File: src/rtl/muldiv_pkg.sv
`timescale 1ns/1ps
`default_nettype none
// ============================================================================
// Module      : muldiv_pkg
// Description : Shared encodings, FSM states and constants for the iterative
//               multiply/divide unit.
// Revision    : 1.0 - initial release
// ============================================================================
package muldiv_pkg;

    // Operation encodings as supplied by the decoder
    localparam logic [1:0] OP_MULT  = 2'b00;
    localparam logic [1:0] OP_MULTU = 2'b01;
    localparam logic [1:0] OP_DIV   = 2'b10;
    localparam logic [1:0] OP_DIVU  = 2'b11;

    // Sequencer states
    typedef enum logic [1:0] {
        IDLE  = 2'b00,
        CALC  = 2'b01,
        FIXUP = 2'b10
    } state_t;

    // One iteration per operand bit
    localparam int MD_ITERS = 32;

    // Quotient reported for any divide by zero
    localparam logic [31:0] DIV0_LO = 32'hFFFFFFFF;

endpackage : muldiv_pkg
`default_nettype wire

File: src/rtl/muldiv_step.sv
`timescale 1ns/1ps
`default_nettype none
// ============================================================================
// Module      : muldiv_step
// Description : One combinational iteration of the shift-add multiplier or
//               the restoring divider on a shared (2*XLEN+1)-bit accumulator.
//               Multiply layout : {partial[XLEN:0], multiplier[XLEN-1:0]}
//               Divide layout   : {remainder[XLEN:0], quotient[XLEN-1:0]}
// Revision    : 1.0 - initial release
// ============================================================================
module muldiv_step
    import muldiv_pkg::*;
#(
    parameter int XLEN = 32
) (
    input  logic [2*XLEN:0]  i_acc,
    input  logic [XLEN-1:0]  i_operand,
    input  logic             i_is_div,
    output logic [2*XLEN:0]  o_acc
);

    logic [XLEN:0]   w_sum;
    logic [XLEN:0]   w_rem_shifted;
    logic [XLEN+1:0] w_diff;

    // Select the multiply or divide update of the accumulator
    always_comb begin
        // Multiply: add multiplicand into the upper part when the multiplier
        // LSB is set; the shift right is folded into the concatenation.
        w_sum         = i_acc[2*XLEN:XLEN] + {1'b0, i_operand};
        // Divide: the remainder after the left shift is acc[2*XLEN-1:XLEN-1];
        // one extra MSB on the difference acts as the borrow flag.
        w_rem_shifted = i_acc[2*XLEN-1:XLEN-1];
        w_diff        = {1'b0, w_rem_shifted} - {2'b00, i_operand};

        if (i_is_div) begin
            if (w_diff[XLEN+1]) begin
                o_acc = {i_acc[2*XLEN-1:0], 1'b0};
            end else begin
                o_acc = {w_diff[XLEN:0], i_acc[XLEN-2:0], 1'b1};
            end
        end else begin
            if (i_acc[0]) begin
                o_acc = {1'b0, w_sum, i_acc[XLEN-1:1]};
            end else begin
                o_acc = {1'b0, i_acc[2*XLEN:1]};
            end
        end
    end

endmodule : muldiv_step
`default_nettype wire

File: src/rtl/muldiv.sv
`timescale 1ns/1ps
`default_nettype none
// ============================================================================
// Module      : muldiv
// Description : Iterative 32-bit MULT/MULTU/DIV/DIVU unit owning the HI/LO
//               register pair. Accept edge to result: 33 cycles.
// Revision    : 1.0 - initial release
// ============================================================================
module muldiv
    import muldiv_pkg::*;
#(
    parameter int XLEN = 32
) (
    input  logic            clk,
    input  logic            rst_n,
    input  logic            start,
    input  logic [1:0]      op,
    input  logic [XLEN-1:0] A,
    input  logic [XLEN-1:0] B,
    input  logic            wr_hi,
    input  logic            wr_lo,
    input  logic [XLEN-1:0] wdata,
    output logic            busy,
    output logic            done,
    output logic [XLEN-1:0] hi,
    output logic [XLEN-1:0] lo
);

    localparam int                 c_acc_w     = 2*XLEN + 1;
    localparam int                 c_cnt_w     = $clog2(MD_ITERS);
    localparam logic [c_cnt_w-1:0] c_last_iter = c_cnt_w'(MD_ITERS - 1);
    localparam logic [c_cnt_w-1:0] c_cnt_one   = c_cnt_w'(1);

    state_t             r_state;
    state_t             w_state_next;
    logic [c_cnt_w-1:0] r_count;
    logic [c_acc_w-1:0] r_acc;
    logic [c_acc_w-1:0] w_acc_next;
    logic [XLEN-1:0]    r_operand;
    logic [XLEN-1:0]    r_a_raw;
    logic               r_is_div;
    logic               r_sign_a;
    logic               r_sign_b;
    logic               r_div0;
    logic [XLEN-1:0]    r_hi;
    logic [XLEN-1:0]    r_lo;
    logic               r_done;

    logic               w_accept;
    logic               w_signed;
    logic [XLEN-1:0]    w_abs_a;
    logic [XLEN-1:0]    w_abs_b;
    logic [2*XLEN-1:0]  w_prod;
    logic [2*XLEN-1:0]  w_prod_fix;
    logic [XLEN-1:0]    w_quot;
    logic [XLEN-1:0]    w_rem;
    logic [XLEN-1:0]    w_hi_fix;
    logic [XLEN-1:0]    w_lo_fix;

    assign w_accept = (r_state == IDLE) && start;
    assign w_signed = ~op[0];
    // Magnitudes fit in XLEN unsigned bits, including |-2^(XLEN-1)|
    assign w_abs_a  = (w_signed && A[XLEN-1]) ? -A : A;
    assign w_abs_b  = (w_signed && B[XLEN-1]) ? -B : B;

    assign busy = (r_state != IDLE);
    assign done = r_done;
    assign hi   = r_hi;
    assign lo   = r_lo;

    muldiv_step #(
        .XLEN (XLEN)
    ) u_step (
        .i_acc     (r_acc),
        .i_operand (r_operand),
        .i_is_div  (r_is_div),
        .o_acc     (w_acc_next)
    );

    // State register
    always_ff @(posedge clk or negedge rst_n) begin
        if (!rst_n) begin
            r_state <= IDLE;
        end else begin
            r_state <= w_state_next;
        end
    end

    // Next-state logic: IDLE -> CALC (32 iterations) -> FIXUP -> IDLE
    always_comb begin
        w_state_next = r_state;
        case (r_state)
            IDLE:    if (start) w_state_next = CALC;
            CALC:    if (r_count == c_last_iter) w_state_next = FIXUP;
            FIXUP:   w_state_next = IDLE;
            default: w_state_next = IDLE;
        endcase
    end

    // Operand capture on accept, one accumulator iteration per CALC cycle
    always_ff @(posedge clk or negedge rst_n) begin
        if (!rst_n) begin
            r_count   <= '0;
            r_acc     <= '0;
            r_operand <= '0;
            r_a_raw   <= '0;
            r_is_div  <= 1'b0;
            r_sign_a  <= 1'b0;
            r_sign_b  <= 1'b0;
            r_div0    <= 1'b0;
        end else if (w_accept) begin
            r_count   <= '0;
            r_is_div  <= op[1];
            r_sign_a  <= w_signed & A[XLEN-1];
            r_sign_b  <= w_signed & B[XLEN-1];
            r_a_raw   <= A;
            r_div0    <= (B == '0);
            r_operand <= op[1] ? w_abs_b : w_abs_a;
            r_acc     <= {{(XLEN+1){1'b0}}, (op[1] ? w_abs_a : w_abs_b)};
        end else if (r_state == CALC) begin
            r_acc   <= w_acc_next;
            r_count <= r_count + c_cnt_one;
        end
    end

    assign w_prod     = r_acc[2*XLEN-1:0];
    // Sign flags are only ever set for signed ops, so no op check is needed
    assign w_prod_fix = (r_sign_a ^ r_sign_b) ? -w_prod : w_prod;
    assign w_quot     = r_acc[XLEN-1:0];
    assign w_rem      = r_acc[2*XLEN-1:XLEN];

    // Sign correction and divide-by-zero override of the raw result
    always_comb begin
        w_hi_fix = w_prod_fix[2*XLEN-1:XLEN];
        w_lo_fix = w_prod_fix[XLEN-1:0];
        if (r_is_div) begin
            if (r_div0) begin
                w_hi_fix = r_a_raw;
                w_lo_fix = DIV0_LO;
            end else begin
                w_lo_fix = (r_sign_a ^ r_sign_b) ? -w_quot : w_quot;
                w_hi_fix = r_sign_a ? -w_rem : w_rem;
            end
        end
    end

    // HI/LO: result write in FIXUP, MTHI/MTLO only when idle and not starting
    always_ff @(posedge clk or negedge rst_n) begin
        if (!rst_n) begin
            r_hi   <= '0;
            r_lo   <= '0;
            r_done <= 1'b0;
        end else begin
            r_done <= (r_state == FIXUP);
            if (r_state == FIXUP) begin
                r_hi <= w_hi_fix;
                r_lo <= w_lo_fix;
            end else if ((r_state == IDLE) && !start) begin
                if (wr_hi) r_hi <= wdata;
                if (wr_lo) r_lo <= wdata;
            end
        end
    end

endmodule : muldiv
`default_nettype wire

File: config.mk
export PLATFORM = sky130hd
export DESIGN_NAME = muldiv
export DESIGN_NICKNAME = d
export VERILOG_FILES = /design/src/rtl/muldiv_pkg.sv /design/src/rtl/muldiv_step.sv /design/src/rtl/muldiv.sv
export SDC_FILE = /design/constraint.sdc
export NUM_CORES = 1
export LEC_CHECK = 0
export CORE_MARGIN = 4
export CORE_UTILIZATION = 60
export DETAILED_ROUTE_END_ITERATION = 16
export PLACE_DENSITY = 0.79
export SKIP_LAST_GASP = 1
export SLEW_MARGIN = 20
export SYNTH_ARGS = -nofsm -noshare
export SYNTH_HDL_FRONTEND = slang
export SYNTH_HIERARCHICAL = 1
export SYNTH_SLANG_ARGS = --single-unit
File: constraint.sdc
create_clock -name clk -period 9.1 [get_ports clk]
set_clock_uncertainty 0.2 [all_clocks]
set_input_delay 1.82 -clock clk [delete_from_list [all_inputs] [get_ports clk]]
set_output_delay 1.82 -clock clk [all_outputs]
set_load 0.005 [all_outputs]
; Word level (Yosys, flattened, before mapping)
; Index checks and enable logic that the tools add are counted.
[word_totals]
ff_bits = 205
in_bits = 103
output_inout_bits = 66
[op_classes]
addsub = 8
eq_ne = 5
muxes = 27
bitwise = 4
n_reduce_logical = 15
[op_table]
columns = op, count
row1 = 32-bit two-way mux, 16
row2 = 65-bit two-way mux, 4
row3 = 64-bit two-way mux, 2
row4 = 32-bit negation, 4
row5 = 64-bit negation, 1
row6 = 33-bit by 32-bit subtractor with 34-bit output, 1
row7 = 33-bit by 32-bit adder with 33-bit output, 1
row8 = 32-bit zero test, 1
row9 = 5-bit two-way mux, 2
row10 = 2-bit nonzero test, 5
row11 = 2-bit AND reduction, 3
row12 = "5-bit by 1-bit adder with 5-bit output, second input constant", 1
row13 = "5-bit equality test, second input constant", 1
row14 = 1-bit logical AND, 4
row15 = 2-bit two-way mux, 2
row16 = "2-bit inequality test, second input constant", 2
row17 = 2-bit case mux with 2 select lines, 1
row18 = 1-bit bitwise AND, 2
row19 = "2-bit by 1-bit equality test with 1-bit output, second input constant", 1
row20 = "2-bit equality test, second input constant", 1
row21 = 2-bit zero test, 1
row22 = 1-bit zero test, 1
row23 = 1-bit inverter, 1
row24 = 1-bit XOR, 1

; Depth between registers and ports, before layout
; Gate-level depths: netlist of run 1.
[logic_depth]
word_depth = 5
mapped_depth = 15
depth_no_buf = 14

; Hierarchy
; The synthesis of run 1 kept the hierarchy.
[modules_own_cells]
columns = module, n_inst, cells_each, area_each_um2, seq_area_each_um2
row1 = muldiv, 1, 1535, 12944.9, 5129.9
row2 = muldiv_step, 1, 686, 4829.6, 0.0

; Worst setup path before layout of run 1
; No wires, ideal clock.
[synth_timing]
path_type = input port to flip-flop
from = in A[15]
to = reg r_acc[29]
t_arrival_ps = 3807
t_required_ps = 8796
slack_ps = 4989
path_stages = 7
n_path_buf = 1
cell_sequence = or4_1 -> or3_1 -> clkbuf_1 -> nor3_1 -> a21oi_1 -> xnor2_1 -> a221oi_1
[synth_via]
elab_chain_cells = 4
[synth_rtl]
columns = item, line_no
row1 = "start, declared", muldiv.sv:18  ; input logic [XLEN-1:0] A,
row2 = 32-bit negation, muldiv.sv:63  ; assign w_abs_a = (w_signed && A[XLEN-1]) ? -A : A;
row3 = 32-bit two-way mux, muldiv.sv:63
row4 = 32-bit two-way mux, muldiv.sv:119  ; r_acc <= {{(XLEN+1){1'b0}}, (op[1] ? w_abs_a : w_abs_b)};
row5 = 65-bit two-way mux, muldiv.sv:111  ; end else if (w_accept) begin
row6 = "end signal, assigned", muldiv.sv:119
row7 = "end signal, assigned", muldiv.sv:121  ; r_acc <= w_acc_next;
row8 = "end, declared", muldiv.sv:37  ; logic [c_acc_w-1:0] r_acc;
; No other way between the ends.
; A chain may end at the register's enable or synchronous reset.

; Final worst setup path of run 1
; Ends and elaborated chain as after synthesis.

==> flow_summary.ini, run 1 <==
[route]
antenna_left = 0
wirelength_mm = 71.6
avgRoutedWirePerCell_um = 26.5
num_vias = 19300
vias_per_cell = 7.17
drt-initial-drc-count = 2993
drc = 0
first_pass_iters = 7

[floorplan]
die_w_um = 180
io-pin-count = 169
dieArea_um2 = 32400
dieHeight_um = 180
coreArea_um2 = 28900
initial_utilization_pct = 61.4
rows = 62

[global_routing]
track_usage_pct = 42.2
grt_pass1_vias = 18100
grt_max_degree = 90
grt_first_pass_wirelength_mm = 109
antenna_found_initial = 1
grt_overflow = 0

[setup_path]
reg2reg_slack_ns = 4.95
crit_path_end_kind = register
crit_arrival_ns = 4.81
r2r-end = r_acc[48]
cp_max_fo = 10
critPathSlowestCell = nor3_1
cp-startpoint = A[15]
criticalPathCategory = input port to register
crit_chain = clkdlybuf4s50_1, or4_1, or3_1, nor3_1, a21oi_1, xnor2_1, a221oi_1
max_stage_delay_ns = 0.71
r2r-start = r_acc[35]
startpoint_type = input port
ff2ff_path_depth = 11
required_ns = 9.34

[layout]
drive_gt1_share_pct = 6.75
nNetsFinal = 2468
final_cell_mix = nand2_1 (280), dfrtp_1 (203), a21oi_1 (176), clkdlybuf4s50_1 (167), nor2_1 (156)
stdcell_count = 2696
utilization_pct = 70.7
design_area_um2 = 20500
area_delta_synth_final_pct = 15.1
final_common_cell = nand2_1

[timing]
fin_crit_sh_pct = 50.2
grt_setup_unrepaired = false
setup_violations = 0
max_freq_mhz = 219
fin_crit_ns = 4.57
hold_viol = 0
slew_headroom_pct = 18.5
finalMaxSlewViolations = 0
worst_slew_pin_slew_ns = 1.21
tns_ns = 0

[min_path]
holdCritStartpoint = lo[17]
hold_depth = 2
min_path_type = register to register
holdPathEnd = lo[17]

[power]
p_clk_share_pct = 11.3
p_seq_share_pct = 24.5
internal_power_mw = 4.56
p_sw_mw = 4.67
vdd_drop_max_mv = 0.210
power.density_nw_per_um2 = 451
power.total_mw = 9.23
swShare_pct = 50.6
p_leak_nw = 8.23
p_comb_share_pct = 64.2

[logic_synthesis]
syn_area_um2 = 17800
synth_nets = 2396
ys_async_sr_fraction_pct = 100
yosysWarningCount = 6
ys.flop_type = dfrtp_1
syn_area_per_cell_um2 = 8.00
ys_seq_elements = 205
ys_types = 99
postSynthCellCount = 2221
synth_edf_count = 0
seq_area_frac_synth_pct = 28.9

[clock_network]
tritoncts = built
insertion_delay_ns = 0.56
cts_buffer_depth = 3
post_cts_buffers = 0
hold_buffers = 0
path_clk_slew_ns = 0.06
root_buffer = clkbuf_16
htreeDepth = 1
cts.sinks = 205
cts_resized = 0
cts_made_buffers = 25

[run_status]
status = finished clean

[placed_design]
portBuffers = 168
gp_congestion = 1.05
dp_hpwl_mm = 53.2
place_area_um2 = 19600
dp_cells = 2650

[run]
cap_violations = 0
[synth_stat cells (all sizes together), types with 4 or more instances]
master	instances	share of area, %
or2	7	0.25
and2	6	0.21
ha	70	4.9
o21ai	148	4.2
nand4	29	1.0
o211ai	14	0.62
nor3b	9	0.41
nand2	281	5.9
mux2	34	2.2
a211oi	26	1.1
nor2b	26	0.92
o41ai	22	1.1
clkbuf	123	2.6
dfrtp	205	29
nand2b	22	0.77
o22ai	70	2.5
or3	26	0.98
o31ai	38	1.7
o221ai	19	0.94
a22o	36	1.8
a31oi	29	1.1
o21a	8	0.34
a21oi	178	5.0
buf	26	0.76
nor3	48	1.4
xnor2	114	5.6
a311oi	4	0.20
o32a	4	0.23
a211o	9	0.49
o21bai	7	0.30
mux2i	62	3.5
a21o	30	1.3
a221oi	27	1.5
a22oi	15	0.63
nand4b	6	0.30
and3	15	0.54
nor2	159	3.4
a41oi	5	0.25
or4	14	0.63
xor2	60	3.0
nor4	42	1.7
inv	65	1.4
nand3	35	1.1
[power groups by stage]
| stage | clock (mW) | combinational, mW | sequential, mW |
|---|---|---|---|
| floorplan | 0 | 4.37 | 1.71 |
| global placement | 0 | 5.55 | 2.17 |
| detailed placement | 0 | 5.70 | 2.19 |
| CTS | 1.05 | 5.74 | 2.18 |
| global route | 1.09 | 6.38 | 2.27 |
| finish | 1.05 | 5.92 | 2.26 |
[metrics by stage]
stage	hold slack (ns)	setup slack (ns)
finish	0.281	4.53
global route	0.311	4.41
CTS	0.279	4.62
detailed placement	0.265	4.07
global placement	0.265	4.10
floorplan	0.241	4.99
[how the worst max path moves through the flow]
stage / endpoint / depth (start not counted) / slack [ns]
final: r_acc[29] / 7 / 4.53
after global placement: r_acc[29] / 7 / 4.10
after floorplan: r_acc[29] / 7 / 4.99
after CTS: r_acc[29] / 7 / 4.62
after global routing: r_acc[30] / 7 / 4.41
after detailed placement: r_acc[29] / 7 / 4.07
[layout make-up]
class,count,area (um^2)
antenna,1,2.50
clock buffer,34,719
tap,384,480
clock inverter,11,135
fill,2356,8470
timing repair buffer,194,1880
inverter,67,251
sequential,205,5130
multi-input combinational,1800,11900
[kinds of logic after synthesis]
family                     after synthesis  share of synthesized area (%)
xor gates and xnor gates               174                           8.57
muxes                                   96                           5.65
AOI/OAI and AO/OA                      721                           26.9
and+or+nand+nor                        737                           20.1
buffers and inverters                  216                           4.77
adders and majority gates               72                           5.15
DFF                                    205                           28.9
[flip-flops by register name, indices dropped and copies added, names as in the netlist]
signal / cells
r_a_raw: 32
lo: 32
r_acc: 65
r_operand: 32
r_state: 2
r_sign_b: 1
done: 1
hi: 32
r_div0: 1
r_count: 5
r_is_div: 1
r_sign_a: 1
[metal layers]
| layer | track usage (%) | wire length [um] |
|---|---|---|
| met1 | 55.1 | 27000 |
| met2 | 64.9 | 30900 |
| met3 | 12.3 | 9150 |
| met4 | 19.7 | 4560 |
| met5 | 0 | 13 |
[critical path, delay by kind of cell]
family | cells | cell delay [ns]
buffers and inverters | 1 | 0.51
AND/OR/NAND/NOR | 3 | 1.82
XOR/XNOR | 1 | 0.18
AO/OA/AOI/OAI | 2 | 0.47
(Power assumes the default switching activity.)
==> run 2, diff against run 1 <==
--- a/config.mk
+++ b/config.mk
@@ -6,9 +6,9 @@
 export NUM_CORES = 1
 export LEC_CHECK = 0
 export CORE_MARGIN = 4
-export CORE_UTILIZATION = 60
+export CORE_UTILIZATION = 59
 export DETAILED_ROUTE_END_ITERATION = 16
-export PLACE_DENSITY = 0.79
+export PLACE_DENSITY = 0.78
 export SKIP_LAST_GASP = 1
 export SLEW_MARGIN = 20
 export SYNTH_ARGS = -nofsm -noshare
==> constraint.sdc (replaced) <==
create_clock -name clk -period 4.3 [get_ports clk]
set_clock_uncertainty 0.2 [all_clocks]
set_input_delay 0.86 -clock clk [delete_from_list [all_inputs] [get_ports clk]]
set_output_delay 0.86 -clock clk [all_outputs]
set_load 0.005 [all_outputs]
==> run 2 against run 1 <==
  * Design area grew 2.1%
  * Register-to-register slack lost 4.4 ns
  * Die area grew 1.6%
  * Largest cell class unchanged
==> flow_summary.ini, run 2 (same netlist as run 1, synthesis figures left out) <==
[power]
power.density_nw_per_um2 = 952
vdd_drop_max_mv = 0.519
p_leak_nw = 8.51

[setup_path]
cp_max_fo = 18
crit_end = r_acc[48]
criticalPathCategory = register to register
crit_family = compound AO/OA/AOI/OAI gates
cp.depth = 12
path_buf_inv = 1
crit_path_end_kind = register
r2r-start = r_acc[34]
crit_chain = ha_1, a21oi_1, a31oi_4, a211oi_2, o21ai_2, nand3_2, nand3_4, buf_4, mux2i_1, a22oi_1, nand2_1, o21ai_0
max_stage_delay_ns = 0.56
reg2reg_slack_ns = 0.51
critPathSlowestCell = dfrtp_1
r2r-end = r_acc[48]
required_ns = 4.54
ff2ff_path_depth = 12
crit_arrival_ns = 4.04
startpoint_type = register
cp-startpoint = r_acc[34]

[clock_network]
post_cts_buffers = 0
cts.sinks = 205
insertion_delay_ns = 0.54
cts_resized = 0
cts_buffer_depth = 3
tritoncts = built
htreeDepth = 1
root_buffer = clkbuf_16
cts_made_buffers = 24
path_clk_slew_ns = 0.06
hold_buffers = 0

[layout]
largest_reg_flops = 65
final_cell_mix = nand2_1 (280), dfrtp_1 (203), a21oi_1 (176), clkdlybuf4s50_1 (167), nor2_1 (157)
nNetsFinal = 2524
multi_input_area_um2 = 11800
final_common_cell = nand2_1
area_delta_synth_final_pct = 17.5
seqCellArea_um2 = 5130
utilization_pct = 70.3
drive_gt1_share_pct = 8.87
regMostFlops = r_acc
design_area_um2 = 20900
fillerInstances = 2418

[timing]
hold_viol = 0
fin_crit_ns = 3.79
tns_ns = 0
worst_slew_pin_slew_ns = 1.08
finalMaxSlewViolations = 0
grt_setup_unrepaired = false
slew_headroom_pct = 28.3
fin_crit_sh_pct = 88.3
hold_slack_ns = 0.232
setup_violations = 0
max_freq_mhz = 264

[route]
first_pass_iters = 9
num_vias = 19600
antenna_left = 0
wirelength_mm = 73.0
avgRoutedWirePerCell_um = 26.5
vias_per_cell = 7.12
drt-initial-drc-count = 2842
drc = 0

[global_routing]
grt_overflow = 0
track_usage_pct = 42.4
antenna_found_initial = 5
grt_first_pass_wirelength_mm = 110
grt_max_degree = 97
grt_pass1_vias = 18400

[placed_design]
dp_hpwl_mm = 55.7
place_area_um2 = 20100
gp_congestion = 1.07
portBuffers = 168

[floorplan]
die_w_um = 182
dieHeight_um = 182
rows = 63
dieArea_um2 = 33000
coreArea_um2 = 29700
io-pin-count = 169
initial_utilization_pct = 59.8

[run]
cap_violations = 0

[run_status]
status = finished clean

[min_path]
min_path_type = input port to async pin
-- run 2: changes by cell type in the layout (fill, tap and decap cells not counted), sizes merged --
cell      before  now
diode          1    2
clkbuf        35   31
clkinv         7    9
clkinvlp       3    4
buf           26   83
-- run 2: final cells by class --
type | instances | share of cell area [%]
Clock inverter | 14 | 0.713
Timing Repair Buffer | 251 | 11.2
Sequential cell | 205 | 24.6
Tap cell | 390 | 2.34
Multi-Input combinational cell | 1800 | 56.7
Inverter | 67 | 1.20
Antenna cell | 2 | 0.0240
Clock buffer | 30 | 3.22
-- run 2: worst min-delay path by stage --
stage	cells past startpoint	start	to	slack, ns
final	1	rst_n	lo[31]	0.23
after global routing	1	rst_n	lo[31]	0.30
after CTS	1	rst_n	hi[13]	0.27
after detailed placement	2	lo[20]	lo[20]	0.27
after global placement	2	r_a_raw[4]	r_a_raw[4]	0.26
after floorplan	2	r_a_raw[27]	r_a_raw[27]	0.24
-- run 2: metrics by stage --
stage | power, mW | setup WS, ns | std cells
after global placement | 16.7 | 0.520 | 2713
after CTS | 19.3 | 0.632 | 2757
final | 19.9 | 0.505 | 2759
after detailed placement | 17.1 | 0.505 | 2713
after global routing | 20.9 | 0.406 | 2757
after floorplan | 12.9 | 1.13 | 2221
-- run 2: power by group --
part | switching [mW] | internal (mW) | leakage [nW]
sequential | 1.42 | 2.87 | 2.44
clock | 0.899 | 1.24 | 0.397
combinational | 7.73 | 5.72 | 5.67
-- run 2: layer usage --
layer | up-vias | routed length [um] | part of all wire [%] | global-route usage (%)
met2 | 1521 | 31600 | 43 | 65.3
li1 | 8500 | - | - | -
met3 | 356 | 9590 | 13 | 12.7
met4 | 6 | 4870 | 6.7 | 20.9
met1 | 9252 | 26900 | 37 | 54.4
met5 | - | 44 | 0.060 | 0
==> run 3, diff against run 2 <==
--- a/config.mk
+++ b/config.mk
@@ -6,9 +6,10 @@
 export NUM_CORES = 1
 export LEC_CHECK = 0
 export CORE_MARGIN = 4
-export CORE_UTILIZATION = 59
+export CORE_UTILIZATION = 60
 export DETAILED_ROUTE_END_ITERATION = 16
-export PLACE_DENSITY = 0.78
+export DONT_BUFFER_PORTS = 1
+export PLACE_DENSITY = 0.72
 export SKIP_LAST_GASP = 1
 export SLEW_MARGIN = 20
 export SYNTH_ARGS = -nofsm -noshare
==> constraint.sdc (replaced) <==
create_clock -name clk -period 4.5 [get_ports clk]
set_clock_uncertainty 0.2 [all_clocks]
set_input_delay 0.9 -clock clk [delete_from_list [all_inputs] [get_ports clk]]
set_output_delay 0.9 -clock clk [all_outputs]
set_load 0.005 [all_outputs]
==> run 3 against run 2 <==
  * The run now ends with negative hold slack left
  * Highest routed layer unchanged
  * Global-route usage fell by 0.87 points
  * Cell count fell by 6.8%
  * Largest power group unchanged
  * Worst hold slack got worse by 0.38 ns
  * Combinational power fell by 9%
  * Die area fell by 1.6%
  * Clock power fell by 8%
  * First-iteration DRC count rose by 5.7%
  * Sequential share of layout area rose by 2.4 points
  * Setup slack improved by 0.18 ns
==> flow_summary.ini, run 3 (same netlist as run 1, synthesis figures left out) <==
[setup_path]
crit_arrival_ns = 4.02
critPathSlowestCell = dfrtp_1
required_ns = 4.71
startpoint_type = register
criticalPathCategory = register to register
r2r-start = r_acc[35]
crit_path_end_kind = register
crit_chain = ha_1, a21oi_1, a31oi_4, a211oi_2, o21ai_2, nand3_2, nand3_4, buf_4, mux2i_1, a22oi_1, a22o_1
crit_family = compound AO/OA/AOI/OAI gates
cp_max_fo = 26
r2r-end = r_acc[51]
reg2reg_slack_ns = 0.68
path_buf_inv = 1
ff2ff_path_depth = 11
max_stage_delay_ns = 0.61

[power]
p_leak_nw = 7.75
vdd_drop_max_mv = 0.430
p_sw_mw = 9.55
power.density_nw_per_um2 = 966
p_seq_share_pct = 22.3
p_clk_share_pct = 10.7
swShare_pct = 51.9
p_comb_share_pct = 67.0
internal_power_mw = 8.85

[layout]
drive_gt1_share_pct = 8.78
diodes = 0
largest_reg_flops = 65
seqCellArea_um2 = 5130
design_area_um2 = 19000
stdcell_count = 2572
regMostFlops = r_acc
final_cell_mix = nand2_1 (281), dfrtp_1 (203), a21oi_1 (176), nor2_1 (157), o21ai_0 (131)
multi_input_area_um2 = 11800
area_delta_synth_final_pct = 7.14
final_common_cell = nand2_1
fillerInstances = 2506
nNetsFinal = 2346

[global_routing]
grt_pass1_vias = 17100
grt_first_pass_wirelength_mm = 106
track_usage_pct = 41.5
grt_overflow = 0
grt_max_degree = 206
antenna_found_initial = 2

[route]
drt-initial-drc-count = 3004
met3_wirelength_mm = 10.0
first_pass_iters = 6
wirelength_mm = 71.5
wirelength_met1_mm = 27.7
vias_per_cell = 7.27
met2WireLength_mm = 29.8
avgRoutedWirePerCell_um = 27.8
routed.top_layer = met5
antenna_left = 0
num_vias = 18700
drc = 0

[timing]
hold_viol = 205
setup_violations = 0
fin_crit_ns = 3.82
slew_headroom_pct = 29.0
max_freq_mhz = 262
worst_slew_pin_slew_ns = 1.06
grt_setup_unrepaired = false
tns_ns = 0
fin_crit_sh_pct = 84.8
layout_setup_ws_ns = 0.684
finalMaxSlewViolations = 0
hold_slack_ns = -0.152

[placed_design]
dp_cells = 2529
portBuffers = 0
place_area_um2 = 18300
post-place-ws_ns = 0.789
gp_congestion = 1.02
dp_hpwl_mm = 53.9

[floorplan]
rows = 62
coreArea_um2 = 28900
initial_utilization_pct = 61.4
dieArea_um2 = 32400
die_w_um = 180
io-pin-count = 169
dieHeight_um = 180

[clock_network]
tritoncts = built
cts.sinks = 205
root_buffer = clkbuf_16
insertion_delay_ns = 0.55
cts_made_buffers = 24
cts_buffer_depth = 3
cts_resized = 0
post_cts_buffers = 0
path_clk_slew_ns = 0.06
htreeDepth = 1

[min_path]
min_path_type = input port to async pin

[run_status]
violations = negative hold slack
status = finished, violations left

[run]
cap_violations = 0
==> run 3: through the flow <==
stage | power, mW | util, % | hold WS, ns
6_report | 18.4 | 65.8 | -0.152
5_1_grt | 19.4 | 65.8 | -0.163
4_1_cts | 17.8 | 65.8 | -0.148
3_5_place_dp | 15.8 | 63.1 | 0.265
3_3_place_gp | 15.6 | 63.1 | 0.258
2_1_floorplan | 12.3 | - | 0.241
==> run 3: worst register-to-register path, delay by kind of cell (launching register included) <==
kind / cells / cell delay [ns]
adders and majority gates: 1 / 0.36
and+or+nand+nor: 2 / 0.51
DFF: 1 / 0.61
muxes: 1 / 0.17
AOI/OAI and AO/OA: 6 / 1.49
buffers and inverters: 1 / 0.35
==> run 3: worst max path at each step <==
| stage | start | endpoint | slack (ns) | depth (start not counted) |
|---|---|---|---|---|
| 4_1_cts | r_acc[35] | r_acc[51] | 0.75 | 11 |
| 3_5_place_dp | r_acc[35] | r_acc[51] | 0.79 | 11 |
| 2_1_floorplan | A[15] | r_acc[29] | 1.31 | 7 |
| 3_3_place_gp | r_acc[35] | r_acc[41] | 0.84 | 11 |
| 6_report | r_acc[35] | r_acc[51] | 0.68 | 11 |
| 5_1_grt | r_acc[32] | r_acc[61] | 0.55 | 12 |
==> run 3: area by class of cell <==
cell class / instances / share of cell area [%]
Multi-Input combinational cell: 1800 / 62.2
Sequential cell: 205 / 27.0
Clock buffer: 35 / 3.64
Timing Repair Buffer: 73 / 2.94
Tap cell: 384 / 2.52
Inverter: 67 / 1.32
Clock inverter: 8 / 0.407
==> run 3: power by group through the flow <==
stage	Clock [mW]	Sequential (mW)	Combinational (mW)
after floorplan	0	3.47	8.84
after global placement	0	4.01	11.6
after detailed placement	0	4.03	11.8
after CTS	1.96	4.00	11.9
after global routing	2.05	4.14	13.2
final	1.96	4.10	12.3
==> run 3: layer usage <==
metal,track usage [%],vias to the layer above
li1,-,8136
met1,56.5,8967
met2,60.4,1366
met3,14.3,224
met4,17.6,2
met5,0,-
